===== src/rtl/mshr_merge.sv =====
// mshr_merge: miss status holding registers with secondary-miss merging.
// Tracks outstanding misses by address; repeat misses to a tracked line merge.
//
// Ports:
//   clk, clr          clock, synchronous active-high reset
//   pAddress          alloc/lookup address
//   ptcid_in          requester tag stored on a primary alloc
//   rd_or_sw_in       request type stored on a primary alloc
//   alloc             allocate or merge request this cycle
//   dAddress, dealloc release the entry matching dAddress
//   mshr_hit          a valid entry matches pAddress
//   mshr_full         every entry is valid
//   alloc_ack         alloc accepted this cycle
//   merged            accepted alloc merged into an existing entry
//   dealloc_hit       a valid entry matches dAddress
//   ptcid_out         stored tag of the dAddress entry (0 on no match)
//   rd_or_sw_out      stored type of the dAddress entry (0 on no match)
//   merge_cnt_out     secondary-miss count of the dAddress entry
//   occupancy         registered count of valid entries
module mshr_merge #(
  parameter int ENTRIES = 8,
  parameter int ADDR_W  = 15,
  parameter int ID_W    = 7,
  parameter int MERGE_W = 2,
  parameter int OCC_W   = $clog2(ENTRIES) + 1
) (
  input  logic               clk,
  input  logic               clr,
  input  logic [ADDR_W-1:0]  pAddress,
  input  logic [ID_W-1:0]    ptcid_in,
  input  logic               rd_or_sw_in,
  input  logic               alloc,
  input  logic [ADDR_W-1:0]  dAddress,
  input  logic               dealloc,
  output logic               mshr_hit,
  output logic               mshr_full,
  output logic               alloc_ack,
  output logic               merged,
  output logic               dealloc_hit,
  output logic [ID_W-1:0]    ptcid_out,
  output logic               rd_or_sw_out,
  output logic [MERGE_W-1:0] merge_cnt_out,
  output logic [OCC_W-1:0]   occupancy
);

  localparam int IDX_W = $clog2(ENTRIES);
  localparam logic [MERGE_W-1:0] MAX_MERGE = '1;

  logic [ENTRIES-1:0] valid_q;
  logic [ADDR_W-1:0]  addr_q  [ENTRIES];
  logic [ID_W-1:0]    ptcid_q [ENTRIES];
  logic [ENTRIES-1:0] type_q;
  logic [MERGE_W-1:0] cnt_q   [ENTRIES];
  logic [OCC_W-1:0]   occ_q;

  logic [ENTRIES-1:0] p_match;
  logic [ENTRIES-1:0] d_match;
  logic [MERGE_W-1:0] p_cnt;
  logic [ID_W-1:0]    d_ptcid;
  logic               d_type;
  logic [MERGE_W-1:0] d_cnt;

  // Addresses are unique among valid entries, so the
  // match vectors are one-hot and an OR-mux suffices.
  always_comb begin
    p_match = '0;
    d_match = '0;
    p_cnt   = '0;
    d_ptcid = '0;
    d_type  = 1'b0;
    d_cnt   = '0;
    for (int i = 0; i < ENTRIES; i++) begin
      p_match[i] = valid_q[i] &&
                   (addr_q[i] == pAddress);
      d_match[i] = valid_q[i] &&
                   (addr_q[i] == dAddress);
      if (p_match[i]) p_cnt = p_cnt | cnt_q[i];
      if (d_match[i]) begin
        d_ptcid = d_ptcid | ptcid_q[i];
        d_type  = d_type  | type_q[i];
        d_cnt   = d_cnt   | cnt_q[i];
      end
    end
  end

  logic [IDX_W-1:0] free_idx;
  logic             free_found;

  always_comb begin
    free_idx   = '0;
    free_found = 1'b0;
    for (int i = 0; i < ENTRIES; i++) begin
      if (!valid_q[i] && !free_found) begin
        free_idx   = IDX_W'(i);
        free_found = 1'b1;
      end
    end
  end

  assign mshr_hit      = |p_match;
  assign mshr_full     = &valid_q;
  assign dealloc_hit   = |d_match;
  assign ptcid_out     = d_ptcid;
  assign rd_or_sw_out  = d_type;
  assign merge_cnt_out = d_cnt;
  assign occupancy     = occ_q;

  logic do_free;
  logic kill;
  logic go;
  logic sat;
  logic do_merge;
  logic do_prim;

  assign do_free = dealloc && dealloc_hit;
  // Releasing the very line being requested wins;
  // the alloc is refused rather than re-merged.
  assign kill = do_free && (pAddress == dAddress);
  assign go   = alloc && !kill;
  assign sat  = (p_cnt == MAX_MERGE);

  always_comb begin
    do_merge = 1'b0;
    do_prim  = 1'b0;
    unique case (1'b1)
      !go:                          ;
      go && mshr_hit && !sat:       do_merge = 1'b1;
      go && mshr_hit && sat:        ;
      go && !mshr_hit && mshr_full: ;
      go && !mshr_hit && !mshr_full: do_prim = 1'b1;
      default:                      ;
    endcase
  end

  assign alloc_ack = do_merge || do_prim;
  assign merged    = do_merge;

  // The free slot is always invalid, so it can never
  // collide with the entry being released.
  logic [ENTRIES-1:0] valid_d;

  always_comb begin
    valid_d = valid_q;
    if (do_free) valid_d = valid_d & ~d_match;
    if (do_prim) valid_d[free_idx] = 1'b1;
  end

  always_ff @(posedge clk) begin
    if (clr) begin
      valid_q <= '0;
      occ_q   <= '0;
      for (int i = 0; i < ENTRIES; i++)
        cnt_q[i] <= '0;
    end else begin
      valid_q <= valid_d;
      for (int i = 0; i < ENTRIES; i++) begin
        if (do_prim && free_idx == IDX_W'(i))
          cnt_q[i] <= '0;
        else if (do_merge && p_match[i])
          cnt_q[i] <= cnt_q[i] + 1'b1;
      end
      unique case ({do_prim, do_free})
        2'b10:   occ_q <= occ_q + 1'b1;
        2'b01:   occ_q <= occ_q - 1'b1;
        default: occ_q <= occ_q;
      endcase
    end
  end

  // Payload is qualified by valid, so it needs no reset.
  always_ff @(posedge clk) begin
    if (!clr && do_prim) begin
      addr_q[free_idx]  <= pAddress;
      ptcid_q[free_idx] <= ptcid_in;
      type_q[free_idx]  <= rd_or_sw_in;
    end
  end

endmodule


===== config.mk =====
export PLATFORM = sky130hd
export DESIGN_NAME = mshr_merge
export DESIGN_NICKNAME = d
export VERILOG_FILES = /design/src/rtl/mshr_merge.sv
export SDC_FILE = /design/constraint.sdc
export NUM_CORES = 1
export LEC_CHECK = 0
export CAP_MARGIN = 20
export CELL_PAD_IN_SITES_DETAIL_PLACEMENT = 1
export CELL_PAD_IN_SITES_GLOBAL_PLACEMENT = 1
export CORE_ASPECT_RATIO = 0.5
export CORE_MARGIN = 3
export CORE_UTILIZATION = 44
export DETAILED_ROUTE_END_ITERATION = 10
export PLACE_DENSITY_LB_ADDON = 0.1
export SYNTH_ARGS = -nofsm -noshare
export SYNTH_HDL_FRONTEND = slang
export SYNTH_SLANG_ARGS = --single-unit

===== constraint.sdc =====
create_clock -name clk -period 11.8 [get_ports clk]
set_input_delay 2.36 -clock clk [delete_from_list [all_inputs] [get_ports clk]]
set_output_delay 2.36 -clock clk [all_outputs]
set_load 0.02 [all_outputs]

==> metrics.md, run 1 <==
| Metric | Value |
|---|---|
| Status | completed |
| Fillcell total | 2482 |
| Crit share post-route | 76.0% |
| DP Area | 11900 um2 |
| Fin crit period | between 8000 and 9000 ps |
| FF-to-FF setup slack | roughly 7400 ps |
| Core region area | 24400 um2 |
| Post-synth EDFFs | 200 |
| Power per standard cell area | between 100 and 150 nW/um2 |
| Fin. Hold Viols | 0 |
| H-tree Lvls | 1 |
| RR Endpoint | occupancy[3] |
| Hold Path Class | reg -> reg |
| Area Overhead vs Synth | 14.0% |
| Mapped Cells | 838 |
| WHS Endpoint | occupancy[3] |
| Total grt overflow | 0 |
| Rel. slew slack | a little under a quarter |
| Via count | 7367 |
| Logic pwr share | 8.3% |
| Arr. time, crit path | ~6600 ps |
| Initial core utilization | a little under half |
| Post-DP HPWL | between 20000 and 30000 um |
| Crit path from | dAddress[1] |
| Clk root buf | clkbuf_16 |
| Worst vdd ir | 128 uV |
| Port Buf Inserts | 60 |
| Sink Count | 212 |
| Leakage power | between 3 and 4 nW |
| Setup Skew | 24.8 ps |
| Achievable frequency | 0.112 GHz |
| Critical path, cell by cell | clkdlybuf4s50_1 -> xnor2_1 -> nand4_1 -> nor4_2 -> nor4_1 -> a21o_1 -> nand4b_1 -> o41ai_1 -> clkdlybuf4s50_1 |
| Antenna-violating nets left | 0 |
| Layout cells sized above 1 | between 10% and 20% |
| Drt drc | 0 |
| First-pass GRT wire length | 53000 um |
| GRT Util Overall | around 27% |
| Mean post-synth cell area | 13.3 um2 |
| Crit start category | primary input |
| Final setup fails | 0 |
| Reg clk slew, reported paths | 70 ps |
| Setup total negative slack | 0 ps |
| Clock Power Share | a little over two fifths |
| Dpl cells | 1199 |
| Switching Power | 0.000400 W |
| I/O pin count | 61 |
| Int Power | 0.00132 W |
| Number of synthesized register bits | approximately 210 |
| Seq/Total Area, Yosys | 56.2% |
| Data required time of the worst path | 9440 ps |
| CTS tree | done |
| Most frequent cells in the layout | xnor2_1 (245), edfxtp_1 (200), nand4_1 (65), clkdlybuf4s50_1 (60), nand3_1 (34) |
| Skew-Pair Late Insertion Delay | 540 ps |
| Hold path depth | 2 |
| Routability-driven placement congestion ratio | 0.976 |
| Post-CTS Setup Bufs | 0 |
| Vias in the first global route | 7553 |
| Critical path type | in -> out |
| CP endpoint kind | output pin |
| Largest net degree at the start of global routing | 27 |
| Num CTS Buffers | 21 |
| Synth cell types | 43 |
| Initial antenna violation count | 3 |
| FFs w/ async S/R, synth | 0% |
| Nets | 932 |
| Inserted Diodes | 0 |
| Cell Count, Final, Fillers Out | 1236 |
| Max FO, Critical Path | 20 |
| DIE AREA | 27300 um2 |
| Mapped Nets | between 800 and 900 |
| Sw Share | between 20% and 30% |
| Slowest stage cell, crit path | clkdlybuf4s50_1 |
| CP dominant cell by count | clkdlybuf4s50_1 |
| Max-Cap Viols | 0 |
| Synthesis warning total | 0 |
| Die height | ~120 um |
| Max Root-Sink Buffers | 3 |
| Commonest non-fill, non-tap cell in the layout | xnor2_1 |
| Routed len/inst | approximately 30 um |
| Hold buffers post-CTS | 0 |
| TritonRoute pass-1 iters | 5 |
| Worst R2R Start | addr_q[6][0] |
| Via/cell ratio | 5.96 |
| Least-Margin Pin Slew | roughly 1200 ps |
| RSZ-0062 raised after global routing | false |
| CTS resizes | 0 |
| Synth Flop Type | edfxtp_1 |
| Reg2Reg Depth | 13 |
| Pins Over Slew Limit | 0 |
| # rows | 40 |
| Min-delay src | occupancy[3] |
| Part of the power in registers | 48.9% |
| Final instance area | 12700 um2 |
| WL final | 36400 um |
| Die Width | 231 um |
| Cell Area, Synth | 11100 um2 |
| Crit-path max cell delay | 1100 ps |
| Drt initial violations | 734 |
worst max-delay path by stage:
stage | endpoint | slack [ps] | cells past startpoint
floorplan | merged | 5120 | 8
global placement | alloc_ack | 2980 | 10
detailed placement | alloc_ack | 2930 | 10
CTS | alloc_ack | 2920 | 10
global route | alloc_ack | 2710 | 10
finish | alloc_ack | 2840 | 9
Yosys cell counts (2+ instances only):
library cell	number	area (um2)
or4_4	2	22.5
edfxtp_1	200	6010
nor4_4	8	170
xnor2_1	245	2150
o211ai_2	5	62.6
a221oi_1	11	96.3
inv_1	9	33.8
buf_4	18	135
o211ai_1	2	15.0
a22oi_1	20	150
a21o_1	2	15.0
nor4_1	24	150
nor3_1	22	110
nor2_1	20	75.1
dfxtp_1	12	240
nand4_4	2	42.5
buf_2	2	10.0
buf_6	17	191
and3_1	2	12.5
nand2_1	22	82.6
a21oi_1	11	55.1
ha_1	3	37.5
a22o_1	14	123
nand4_2	6	75.1
nand3_1	34	170
nand4_1	65	407
o21ai_0	8	40.0
xor2_1	21	184
clkbuf_1	14	52.6
a221oi_2	4	60.1
power groups by stage:
| stage | logic (W) | clock network [W] | registers (W) |
|---|---|---|---|
| 5_1_grt | 0.000152 | 0.000783 | 0.000842 |
| 6_report | 0.000144 | 0.000736 | 0.000842 |
| 4_1_cts | 0.000143 | 0.000748 | 0.000842 |
| 3_3_place_gp | 0.000141 | 0 | 0.000858 |
| 3_5_place_dp | 0.000142 | 0 | 0.000858 |
| 2_1_floorplan | 0.0000902 | 0 | 0.000856 |
cell families (layout without fill, tap and decap cells):
kind of cell / Yosys count / after routing / synth area share [%]
buffers and inverters: 62 / 124 / 4.02
AOI/OAI and AO/OA: 81 / 81 / 5.94
DFF: 212 / 212 / 56.2
xor gates and xnor gates: 266 / 266 / 21.0
adders and majority gates: 4 / 4 / 0.518
and+or+nand+nor: 213 / 213 / 12.4
sequential cells by signal (all words and copies together), names as in the netlist:
name       cells
cnt_q         16
ptcid_q       56
type_q         8
addr_q       120
occupancy      4
valid_q        8
area by class of cell:
| type | count | area, um2 | share of cell area, % |
|---|---|---|---|
| multi-input combinational | 564 | 4510 | 35.6 |
| sequential | 212 | 6250 | 49.3 |
| clock buffer | 23 | 533 | 4.21 |
| timing repair buffer | 78 | 736 | 5.81 |
| tap | 336 | 420 | 3.32 |
| inverter | 9 | 33.8 | 0.267 |
| clock inverter | 14 | 194 | 1.53 |
worst max-delay path, delay by kind of cell:
family                    cells  cell delay (ps)
and+or+nand+nor               4             1720
buffers and inverters         2             1660
AOI/OAI and AO/OA             2              650
xor gates and xnor gates      1              190
per-layer routing:
metal	GRT usage [%]	wire length (um)	share of wire [%]	vias up
met2	39.8	15600	43	281
met4	6.57	893	2.5	4
met5	0	31	0.085	-
li1	-	-	-	3216
met1	38.6	16800	46	3807
met3	7.92	3120	8.6	59
metrics by stage:
step                power, W  hold WS [ps]  util [%]  setup WS [ps]
finish               0.00172           497      51.9           2840
detailed placement   0.00100           492      48.9           2930
CTS                  0.00173           503      51.9           2920
global route         0.00178           516      51.9           2710
floorplan           0.000946           503         -           5120
global placement    0.000999           475      48.9           2980
(Power assumes the default switching activity.)
==> run 2, diff against run 1 <==
==> constraint.sdc (replaced) <==
create_clock -name clk -period 7.85 [get_ports clk]
set_input_delay 1.57 -clock clk [delete_from_list [all_inputs] [get_ports clk]]
set_output_delay 1.57 -clock clk [all_outputs]
set_load 0.02 [all_outputs]
==> run 2 against run 1 <==
  * First-iteration DRC count down 4.2%
  * Wire length about the same
  * Hold slack better by 6.7 ps
  * Final area up 0.45%
  * Highest routed layer is now met4
  * Sequential power up 51%
  * Non-clock buffer count up 15
  * Via count up 0.77%
  * Register-to-register slack worse by 3600 ps
  * Critical endpoint unchanged
  * Largest power group unchanged
==> metrics.md, run 2 (synthesis results as in run 1) <==
| Metric | Value |
|---|---|
| Skew-Pair Late Insertion Delay | 530 ps |
| Arr. time, crit path | between 5000 and 6000 ps |
| Max Root-Sink Buffers | 3 |
| Hold Path Class | reg -> reg |
| Fin crit period | between 7000 and 8000 ps |
| First-pass GRT wire length | 52800 um |
| Most frequent cells in the layout | xnor2_1 (245), edfxtp_1 (200), nand4_1 (65), clkdlybuf4s50_1 (60), nand3_1 (34) |
| WHS | 504 ps |
| Crit share post-route | 90.4% |
| Rel. slew slack | 25.8% |
| DP Area | 12100 um2 |
| Die Width | 231 um |
| Routability-driven placement congestion ratio | 0.899 |
| Hold buffers post-CTS | 0 |
| Layout cells sized above 1 | 11.8% |
| Slowest stage cell, crit path | nor4_2 |
| Routed len/inst | 29.1 um |
| Critical path, cell by cell | clkdlybuf4s50_1 -> xnor2_1 -> nand4_1 -> nor4_2 -> nor4_1 -> and2_1 -> buf_4 -> nor2_1 -> o41ai_1 -> clkdlybuf4s50_1 |
| WL final | 36500 um |
| Most used routing layer | met2 |
| Commonest non-fill, non-tap cell in the layout | xnor2_1 |
| Critical path type | in -> out |
| Drt initial violations | 703 |
| Setup Skew | ~11 ps |
| Fillcell total | 2448 |
| PnR worst setup slack | about 750 ps |
| Part of the power in registers | between 50% and 60% |
| Met1 usage | between 30% and 40% |
| M3 GR Usage | 6.24% |
| Clock Power Share | around 41% |
| Logic pwr share | 8.8% |
| Achievable frequency | 0.141 GHz |
| Least-Margin Pin Slew | 1100 ps |
| Post-CTS Setup Bufs | 0 |
| TritonRoute pass-1 iters | 5 |
| Via/cell ratio | 5.92 |
| Nets | 948 |
| DIE AREA | 27300 um2 |
| Initial antenna violation count | 1 |
| Max FO, Critical Path | 10 |
| Final instance area | 12700 um2 |
| Largest registers | addr_q (120), ptcid_q (56), cnt_q (16) |
| Port Buf Inserts | 60 |
| GRT Util Overall | a little over a quarter |
| Post-DP HPWL | 25700 um |
| Setup total negative slack | 0 ps |
| Drt drc | 0 |
| Clk root buf | clkbuf_16 |
| Total grt overflow | 0 |
| Crit start category | primary input |
| Sw Share | 24.6% |
| # rows | 40 |
| Register area | 6250 um2 |
| Buf/Inv on CP | 3 |
| Data required time of the worst path | 6280 ps |
| Switching Power | 0.000616 W |
| Power per standard cell area | 197 nW/um2 |
| CP dominant cell by count | clkdlybuf4s50_1 |
| Leakage power | 3.86 nW |
| H-tree Lvls | 1 |
| CP endpoint kind | output pin |
| Pre-CTS setup slack | 810 ps |
| CTS resizes | 0 |
| Vias in the first global route | between 7000 and 8000 |
| Inserted Diodes | 0 |
| Final core utilization | between 50% and 60% |
| Met2 Use GR | 40.2% |
| Sink Count | 212 |
| Max-Cap Viols | 0 |
| Largest net degree at the start of global routing | 26 |
| Reg clk slew, reported paths | 60 ps |
| Crit-path max cell delay | 970 ps |
| Core region area | around 24000 um2 |
| Antenna-violating nets left | 0 |
| Area Overhead vs Synth | 14.5% |
| Initial core utilization | 45.5% |
| Crit path max-delay family | simple AND/OR/NAND/NOR gates |
| Status | completed |
| Die height | between 100 and 150 um |
| Final setup fails | 0 |
| Int Power | 0.00189 W |
| Pins Over Slew Limit | 0 |
| Fin. Hold Viols | 0 |
| RSZ-0062 raised after global routing | false |
| Via count | 7424 |
| CTS tree | done |
| Max reg flops | 120 |
| Num CTS Buffers | 22 |
| Area of the multi-input gates | 4520 um2 |
| I/O pin count | 61 |
| Biggest register | addr_q |
| Worst vdd ir | 139 uV |
==> run 2: changes by cell type in the layout (fill, tap and decap cells not counted) <==
cell | previous run | this run
clkinv_8 | 0 | 1
clkbuf_16 | 21 | 22
bufinv_16 | 5 | 1
nor2_4 | 0 | 1
nor2_2 | 1 | 0
clkbuf_1 | 2 | 8
buf_4 | 18 | 33
clkinv_1 | 4 | 3
==> run 2: cell type report <==
class / instances / area share (%)
clock buffer: 30 / 4.56
clock inverter: 10 / 0.678
inverter: 9 / 0.265
multi-input combinational: 564 / 35.5
sequential: 212 / 49.1
tap: 336 / 3.30
timing repair buffer: 93 / 6.66
==> run 2: through the flow <==
| step | total power [W] | instances |
|---|---|---|
| after floorplan | 0.00142 | 838 |
| after global placement | 0.00150 | 1214 |
| after detailed placement | 0.00151 | 1214 |
| after CTS | 0.00252 | 1254 |
| after global routing | 0.00258 | 1254 |
| final | 0.00251 | 1254 |
==> run 2: worst reg2reg max path: stages (launching register included) <==
cell and delay [ps]:
edfxtp_1 500, xnor2_1 210, nand4_1 240, nor4_2 960, nor4_1 220, and2_1 230, buf_4 170, nor2b_1 120
ha_1 190, ha_1 250, a21o_1 180, a21oi_1 200, xnor2_1 100, or3_1 310, a21oi_1 130
==> run 2: layer usage <==
layer  share of wire (%)  wire length [um]  vias to the layer above
met4                 2.6               952                        0
met3                 7.5              2740                       46
li1                    -                 -                     3259
met2                  44             15900                      251
met1                  46             16900                     3868
met5                   0                 0                        -
==> run 2: power by group through the flow <==
stage	combinational (W)	clock (W)	sequential, W
final	0.000220	0.00102	0.00127
after global routing	0.000233	0.00108	0.00127
after CTS	0.000219	0.00103	0.00126
after detailed placement	0.000218	0	0.00129
after global placement	0.000215	0	0.00129
after floorplan	0.000136	0	0.00129
==> run 2: path summary, 6_finish.rpt <==
path,startpoint,to,slack [ps],cells past startpoint
setup / recovery,dAddress[1],alloc_ack,750,10
hold / removal,occupancy[3],occupancy[3],500,2
setup reg to reg,addr_q[6][5],occupancy[3],3800,14
hold reg to reg,occupancy[3],occupancy[3],500,2
